<file path="config.mk">
export PLATFORM = sky130hd
export DESIGN_NAME = digpot_ctrl
export DESIGN_NICKNAME = d
export VERILOG_FILES = /design/src/rtl/digpot_ctrl.sv
export SDC_FILE = /design/constraint.sdc
export NUM_CORES = 1
export LEC_CHECK = 0
export CORE_MARGIN = 2
export CORE_UTILIZATION = 40
export CTS_BUF_LIST = sky130_fd_sc_hd__clkbuf_8
export DETAILED_ROUTE_END_ITERATION = 16
export GPL_TIMING_DRIVEN = 0
export SYNTH_ARGS = -nofsm -noshare
export SYNTH_HDL_FRONTEND = slang
export SYNTH_SLANG_ARGS = --single-unit
</file>
<file path="constraint.sdc">
create_clock -name clk_in -period 4.3 [get_ports clk_in]
set_input_delay 1.29 -clock clk_in [delete_from_list [all_inputs] [get_ports clk_in]]
set_output_delay 1.29 -clock clk_in [all_outputs]
set_load 0.01 [all_outputs]
</file>
<file path="src/rtl/digpot_ctrl.sv">
// Up/down digital potentiometer controller: clamps and converts a requested
// wiper position into a direction + pulse count burst, with setup/hold framing.
module digpot_ctrl #(
  parameter int MAX_POS       = 99,
  parameter int SETUP_CYC     = 4,
  parameter int HOLD_CYC      = 8,
  parameter int TIMEOUT       = 4096,
  parameter int HOME_ON_RESET = 1
) (
  input  logic       clk_in,
  input  logic       reset,
  input  logic       wr_en,
  input  logic [6:0] wr_target,
  input  logic       store_req,
  output logic       wr_ack,
  output logic       busy,
  output logic [6:0] wiper_pos,
  output logic       err_timeout,
  output logic       dp_cs_n,
  output logic       dp_ud,
  output logic [6:0] pulse_num,
  output logic       pulse_start,
  input  logic       pulse_done
);

  typedef enum logic [2:0] {IDLE, SETUP, RUN, HOLD, STORE} state_t;

  localparam int         CW        = $clog2(TIMEOUT + SETUP_CYC + HOLD_CYC + 1);
  localparam logic [6:0] MAXP      = 7'(MAX_POS);
  localparam bit         HOME      = (HOME_ON_RESET != 0);
  localparam state_t     RST_STATE = HOME ? SETUP : IDLE;

  state_t        state;
  logic [CW-1:0] cnt;
  logic [6:0]    tgt;
  logic [6:0]    req_tgt;
  logic          req_up;
  logic [6:0]    req_delta;

  assign req_tgt   = (wr_target > MAXP) ? MAXP : wr_target;
  assign req_up    = req_tgt > wiper_pos;
  assign req_delta = req_up ? (req_tgt - wiper_pos) : (wiper_pos - req_tgt);

  always_ff @(posedge clk_in or posedge reset) begin
    if (reset) begin
      // Homing is an ordinary down move of MAX_POS pulses toward position 0.
      state       <= RST_STATE;
      busy        <= HOME;
      cnt         <= '0;
      tgt         <= 7'd0;
      wiper_pos   <= 7'd0;
      err_timeout <= 1'b0;
      dp_cs_n     <= 1'b1;
      dp_ud       <= 1'b0;
      pulse_num   <= HOME ? MAXP : 7'd0;
      pulse_start <= 1'b0;
      wr_ack      <= 1'b0;
    end else begin
      wr_ack      <= 1'b0;
      pulse_start <= 1'b0;
      case (state)
        IDLE: begin
          if (wr_en) begin
            wr_ack      <= 1'b1;
            err_timeout <= 1'b0;
            if (req_delta != 7'd0) begin
              state     <= SETUP;
              busy      <= 1'b1;
              dp_cs_n   <= 1'b0;
              dp_ud     <= req_up;
              pulse_num <= req_delta;
              tgt       <= req_tgt;
              cnt       <= '0;
            end
          end else if (store_req) begin
            wr_ack    <= 1'b1;
            state     <= STORE;
            busy      <= 1'b1;
            dp_cs_n   <= 1'b0;
            pulse_num <= 7'd0;
            cnt       <= '0;
          end
        end
        SETUP: begin
          dp_cs_n <= 1'b0;
          if (cnt == CW'(SETUP_CYC - 1)) begin
            state       <= RUN;
            pulse_start <= 1'b1;
            cnt         <= '0;
          end else begin
            cnt <= cnt + CW'(1);
          end
        end
        RUN: begin
          if (pulse_done) begin
            wiper_pos <= tgt;
            state     <= HOLD;
            cnt       <= '0;
          end else if (cnt == CW'(TIMEOUT - 1)) begin
            err_timeout <= 1'b1;
            dp_cs_n     <= 1'b1;
            state       <= IDLE;
            busy        <= 1'b0;
          end else begin
            cnt <= cnt + CW'(1);
          end
        end
        HOLD, STORE: begin
          if (cnt == CW'(HOLD_CYC - 1)) begin
            dp_cs_n <= 1'b1;
            state   <= IDLE;
            busy    <= 1'b0;
          end else begin
            cnt <= cnt + CW'(1);
          end
        end
        default: begin
          dp_cs_n <= 1'b1;
          state   <= IDLE;
          busy    <= 1'b0;
        end
      endcase
    end
  end

endmodule

</file>
# == Yosys cells after proc, flatten, opt, wreduce, memory -nomap -nowiden ==
# Index checks and enable logic that the tools add are counted.
# word_totals
ff_bits,43
input_bits,12
output_inout_bits,20
wordCells,91
# classes
add_sub_neg,3
n_lt_le_gt_ge,2
n_eq_ne,18
mux,42
bitwise_logic,1
reduce_logical,14
# op_table
op,n
$mux 13,7
$pmux 13 s4,1
$mux 7,5
$mux 3,7
$mux 1,18
$reduce_and 5->1,3
$sub 7x7->7,2
$add 13x1->13 const B,1
$eq 13x12->1 const B,1
$eq 13x2->1 const B,1
$eq 13x3->1 const B,1
$ne 2x2->1 const B,6
$ne 3x3->1 const B,4
$pmux 3 s4,1
$pmux 1 s4,2
$gt 7x7->1,1
$gt 7x7->1 const B,1
$reduce_bool 7->1,1
$eq 3x2->1 const B,2
$reduce_and 3->1,2
$reduce_and 6->1,1
$reduce_and 4->1,1
$reduce_bool 2->1,2
$reduce_bool 4->1,1
8 further kinds,8

# == Depth between registers and ports, before layout ==
# logic_depth
ltp_word,8
ltp_mapped,14
mapped_depth_nobuf,12

# == Worst setup path before layout ==
# Ideal clock, no wire load.
# synth_path
kind,input to register
startpoint,input port wr_target[4]
endpoint,register tgt[5]
setup_ns,0.125
arrival_time_ns,3.942
t_required_ns,4.175
path_slack_ns,0.234
path_stages,12
n_path_buf,0
path_cell_list,nor3_1 -> nor2_1 -> nor2_1 -> inv_1 -> ha_1 -> fa_1 -> o21ai_0 -> xnor2_1 -> nor3b_1 -> o32a_4 -> a31oi_4 -> mux2_2
# synth_via
elab_chain_len,6
word_cells_on_any_way,8
classes_between,add/sub (2); order compare (2); mux (2); reduce/logical (2)
# synth_lines
item,line_no,rtl
start: declaration,13,"input logic [6:0] wr_target,"
$gt 7x7->1 (*),40,assign req_tgt = (wr_target > MAXP) ? MAXP : wr_target;
$mux 7 (*),40,
net req_tgt[0],36,logic [6:0] req_tgt;
$sub 7x7->7 / $gt 7x7->1 (equally long branches),"42, 41",
$mux 7 (*),42,assign req_delta = req_up ? (req_tgt - wiper_pos) : (wiper_pos - req_tgt);
$reduce_bool 7->1 (*),66,if (req_delta != 7'd0) begin
$reduce_and 3->1 (no source line) (*),-,
end signal: assignment,72,tgt <= req_tgt;
end: declaration,35,logic [6:0] tgt;
# The timed path passes the listed nets; every way through them passes the cells marked *.
# A chain may end at the register's enable or synchronous reset.

# == Worst setup path in the final report ==
# layout_path
startpoint,input port wr_target[5]
endpoint,register dp_ud
# layout_via
elab_chain_len,6
word_cells_on_any_way,8
classes_between,add/sub (2); order compare (2); mux (2); reduce/logical (2)
# layout_lines
item,line_no,rtl
$gt 7x7->1,40,
$mux 7 (*),40,
$sub 7x7->7 / $gt 7x7->1 (equally long branches),"42, 41",
$mux 7,42,
$reduce_bool 7->1,66,
$reduce_and 3->1 (no source line),-,
end signal: assignment,70,dp_ud <= req_up;
end: declaration,20,"output logic dp_ud,"
# Every way passes the cells marked *; elsewhere a longest branch is shown, timed or not.

==> summary.md <==
| Metric | Value |
|---|---|
| Status | completed |
| Grt ovf | 0 |
| Nets | a little over 400 |
| I/O pin count | 32 |
| Fin area | 3710 um^2 |
| DRT iter0 DRCs | about 140 |
| First-pass GRT wire length | about 13 mm |
| Clock buffer count from CTS | 5 |
| Most frequent cells in the layout | a21oi_1, dfrtp_1, nand2_1, clkdlybuf4s50_1, inv_1 |
| Area delta synth->final | 22.8% |
| Fillcell total | 730 |
| Final cell utilization of the core | 0.509 |
| Setup TNS | 0 ns |
| Worst-Skew Late Latency | 0.30 ns |
| Seq/Total Area, Yosys | 0.359 |
| Syn Nets | between 300 and 400 |
| Slew at the pin with the worst max-slew slack | 0.725 ns |
| Initial antenna violation count | 0 |
| Placed cell count | 461 |
| Total of max-cap violations | 0 |
| Leakage | 1.60 nW |
| Final period utilization | 0.965 |
| Antenna cell count | 0 |
| Design Power | 2.68 mW |
| Clock tree sinks | 43 |
| Core area | 7290 um^2 |
| Min Hold Slack | 0.466 ns |
| Hpwl dp | 5.54 mm |
| Hold Crit Depth | 2 |
| Synth warn | 0 |
| IO Port Bufs | 31 |
| Largest net degree at the start of global routing | 38 |
| Worst-path clk slew | 0.08 ns |
| Minimum clock period | roughly 4.2 ns |
| CTS tree | built |
| Worst Skew | 0.00854 ns |
| Ratio of cells with drive above 1 in the final layout | 0.191 |
| Die Ht | a little over 90 um |
| Final std cells w/o fill | 475 |
| Clock buffer depth | 2 |
| GPL Wtd Cong | between 0.8 and 0.9 |
| Wire per inst | 15.5 um |
| Most common cell after layout, fill and taps aside | a21oi_1 |
| Post-DRT Antenna Nets | 0 |
| Critical path capture point type | flop |
| Crit Path Max Fanout | 8 |
| PwrDens | roughly 720 nW/um^2 |
| Library cells used by synthesis | 66 |
| Reg2reg path depth | 12 |
| Crit Path Category | in2reg |
| EDFF count, synth | 0 |
| Post-Syn Instances | 330 |
| Max incr delay on CP | 0.36 ns |
| Hold Buf Count CTS | 0 |
| Detailed Route WL | 7.38 mm |
| CP max-delay cell | o311ai_2 |
| Pre-CTS WS | -0.832 ns |
| Max-slew violations | 0 |
| CP startpoint kind | input pin |
| Vias | approximately 2600 |
| FF+latch count, synth | 43 |
| Relative slew margins | 0.513 |
| Max VDD drop | 0.216 mV |
| DIE WIDTH | about 91 um |
| Arrival time at the worst endpoint | 4.33 ns |
| Clock root cell | clkbuf_8 |
| Setup-failing EPs final | 0 |
| Starting Density | 0.415 |
| PnR worst setup slack | 0.149 ns |
| Ys flop type | dfrtp_1 |
| Post-synthesis cell area | 3030 um^2 |
| Via density | 5.55 |
| Synth async-reset ratio | 1.00 |
| Vias in the first global route | 2580 |
| Reg2Reg Setup Slack | 1.39 ns |
| Placed instance area | 3480 um^2 |
| DRC Markers | 0 |
| Die area | 8280 um^2 |
| Achievable frequency | 241 MHz |
| GRT Util Overall | 0.185 |
| H-tree Lvls | 2 |
| Crit-path cells | dlygate4sd2_1, nand2_2, nor2_1, nor2_2, ha_2, fa_2, nand2b_4, a211o_1, nor4b_2, o311ai_2, o22ai_4, a31oi_4, buf_12, mux2_2 |
| Hold Path Class | reg2reg |
| Final hold vios | 0 |
| Syn_area_per_cell | 9.17 um^2 |
| Cell Rows | 31 |
| Required time of the critical path | 4.48 ns |
| DR pass1 iterations | 5 |
| RSZ-0062 raised after global routing | false |
[state kept, by name (all words and copies together), names as in the netlist]
signal	cells
state	3
cnt	13
pulse_num	7
wr_ack	1
err_timeout	1
dp_ud	1
wiper_pos	7
busy	1
dp_cs_n	1
tgt	7
pulse_start	1
[area by class of cell]
cell class | count | area (um^2) | area share
Timing Repair Buffer | 38 | 393 | 0.106
Inverter | 24 | 90.1 | 0.0243
Buffer | 17 | 101 | 0.0273
Sequential cell | 43 | 1080 | 0.292
Clock buffer | 5 | 68.8 | 0.0185
Multi-Input combinational cell | 246 | 1840 | 0.494
Clock inverter | 3 | 16.3 | 0.00438
Tap cell | 99 | 124 | 0.0333
[where the power goes]
| part | internal (mW) | leakage (nW) | total, mW | switching, mW |
|---|---|---|---|---|
| Clock | 0.111 | 0.0453 | 0.255 | 0.144 |
| Sequential | 0.561 | 0.538 | 0.656 | 0.0950 |
| Combinational | 0.790 | 1.02 | 1.77 | 0.985 |
[cell usage after synthesis, types with 3 or more instances]
cell,n,area share
xnor2_1,3,0.0087
ha_1,14,0.058
a31oi_1,3,0.0062
nand2_1,33,0.041
nor3b_1,3,0.0074
or4_4,3,0.011
mux2_2,9,0.033
nor2_1,25,0.031
clkbuf_1,7,0.0087
a21o_1,3,0.0074
nand2b_1,4,0.0083
inv_1,24,0.030
nand3_1,3,0.0050
dfstp_2,7,0.061
a211oi_1,4,0.0099
and3_1,5,0.010
nor3_1,10,0.017
buf_4,4,0.0099
buf_2,4,0.0066
a21oi_1,37,0.061
a41oi_1,5,0.014
dfrtp_1,36,0.30
o21ai_0,15,0.025
o2bb2ai_1,3,0.0087
mux2i_1,6,0.020
a211o_1,3,0.0087
o2111a_1,6,0.022
[critical path, delay by kind of cell]
| kind | cells | cell delay, ns |
|---|---|---|
| compound gates | 4 | 1.00 |
| fa+ha+maj | 2 | 0.54 |
| buf+inv | 2 | 0.45 |
| mux | 1 | 0.33 |
| simple gates | 5 | 0.72 |
[metal layers]
| metal | global-route usage | vias to the layer above | wire (um) |
|---|---|---|---|
| li1 | - | 1293 | - |
| met1 | 0.277 | 1285 | 3640 |
| met2 | 0.281 | 51 | 3350 |
| met3 | 0.0282 | 5 | 322 |
| met4 | 0.0442 | 0 | 55 |
| met5 | 0 | - | 0 |
[what timing repair did]
item,CTS,global route
pin swaps,5,8
cloned,0,0
setup endpoints to repair,31,25
setup buffers,3,3
gates resized for setup,10,18
[cell families (layout without fill, tap and decap cells)]
family / after synthesis / after routing / share of synthesized area
AOI/OAI and AO/OA: 106 / 106 / 0.258
and+or+nand+nor: 105 / 105 / 0.185
DFF: 43 / 43 / 0.359
buffers and inverters: 41 / 87 / 0.0625
adders and majority gates: 16 / 16 / 0.0711
muxes: 15 / 15 / 0.0534
xor gates and xnor gates: 4 / 4 / 0.0116
[worst paths after layout]
path | from | to
max | wr_target[5] | dp_ud$_DFFE_PP0P_
max in group asynchronous | reset | busy$_DFFE_PP1P_
min reg2reg | busy$_DFFE_PP1P_ | busy$_DFFE_PP1P_
max reg2reg | wiper_pos[4]$_DFFE_PP0P_ | tgt[4]$_DFFE_PP0P_
min | busy$_DFFE_PP1P_ | busy$_DFFE_PP1P_
min in group asynchronous | reset | wiper_pos[6]$_DFFE_PP0P_
No activity file was read; power rests on OpenSTA's default activity.
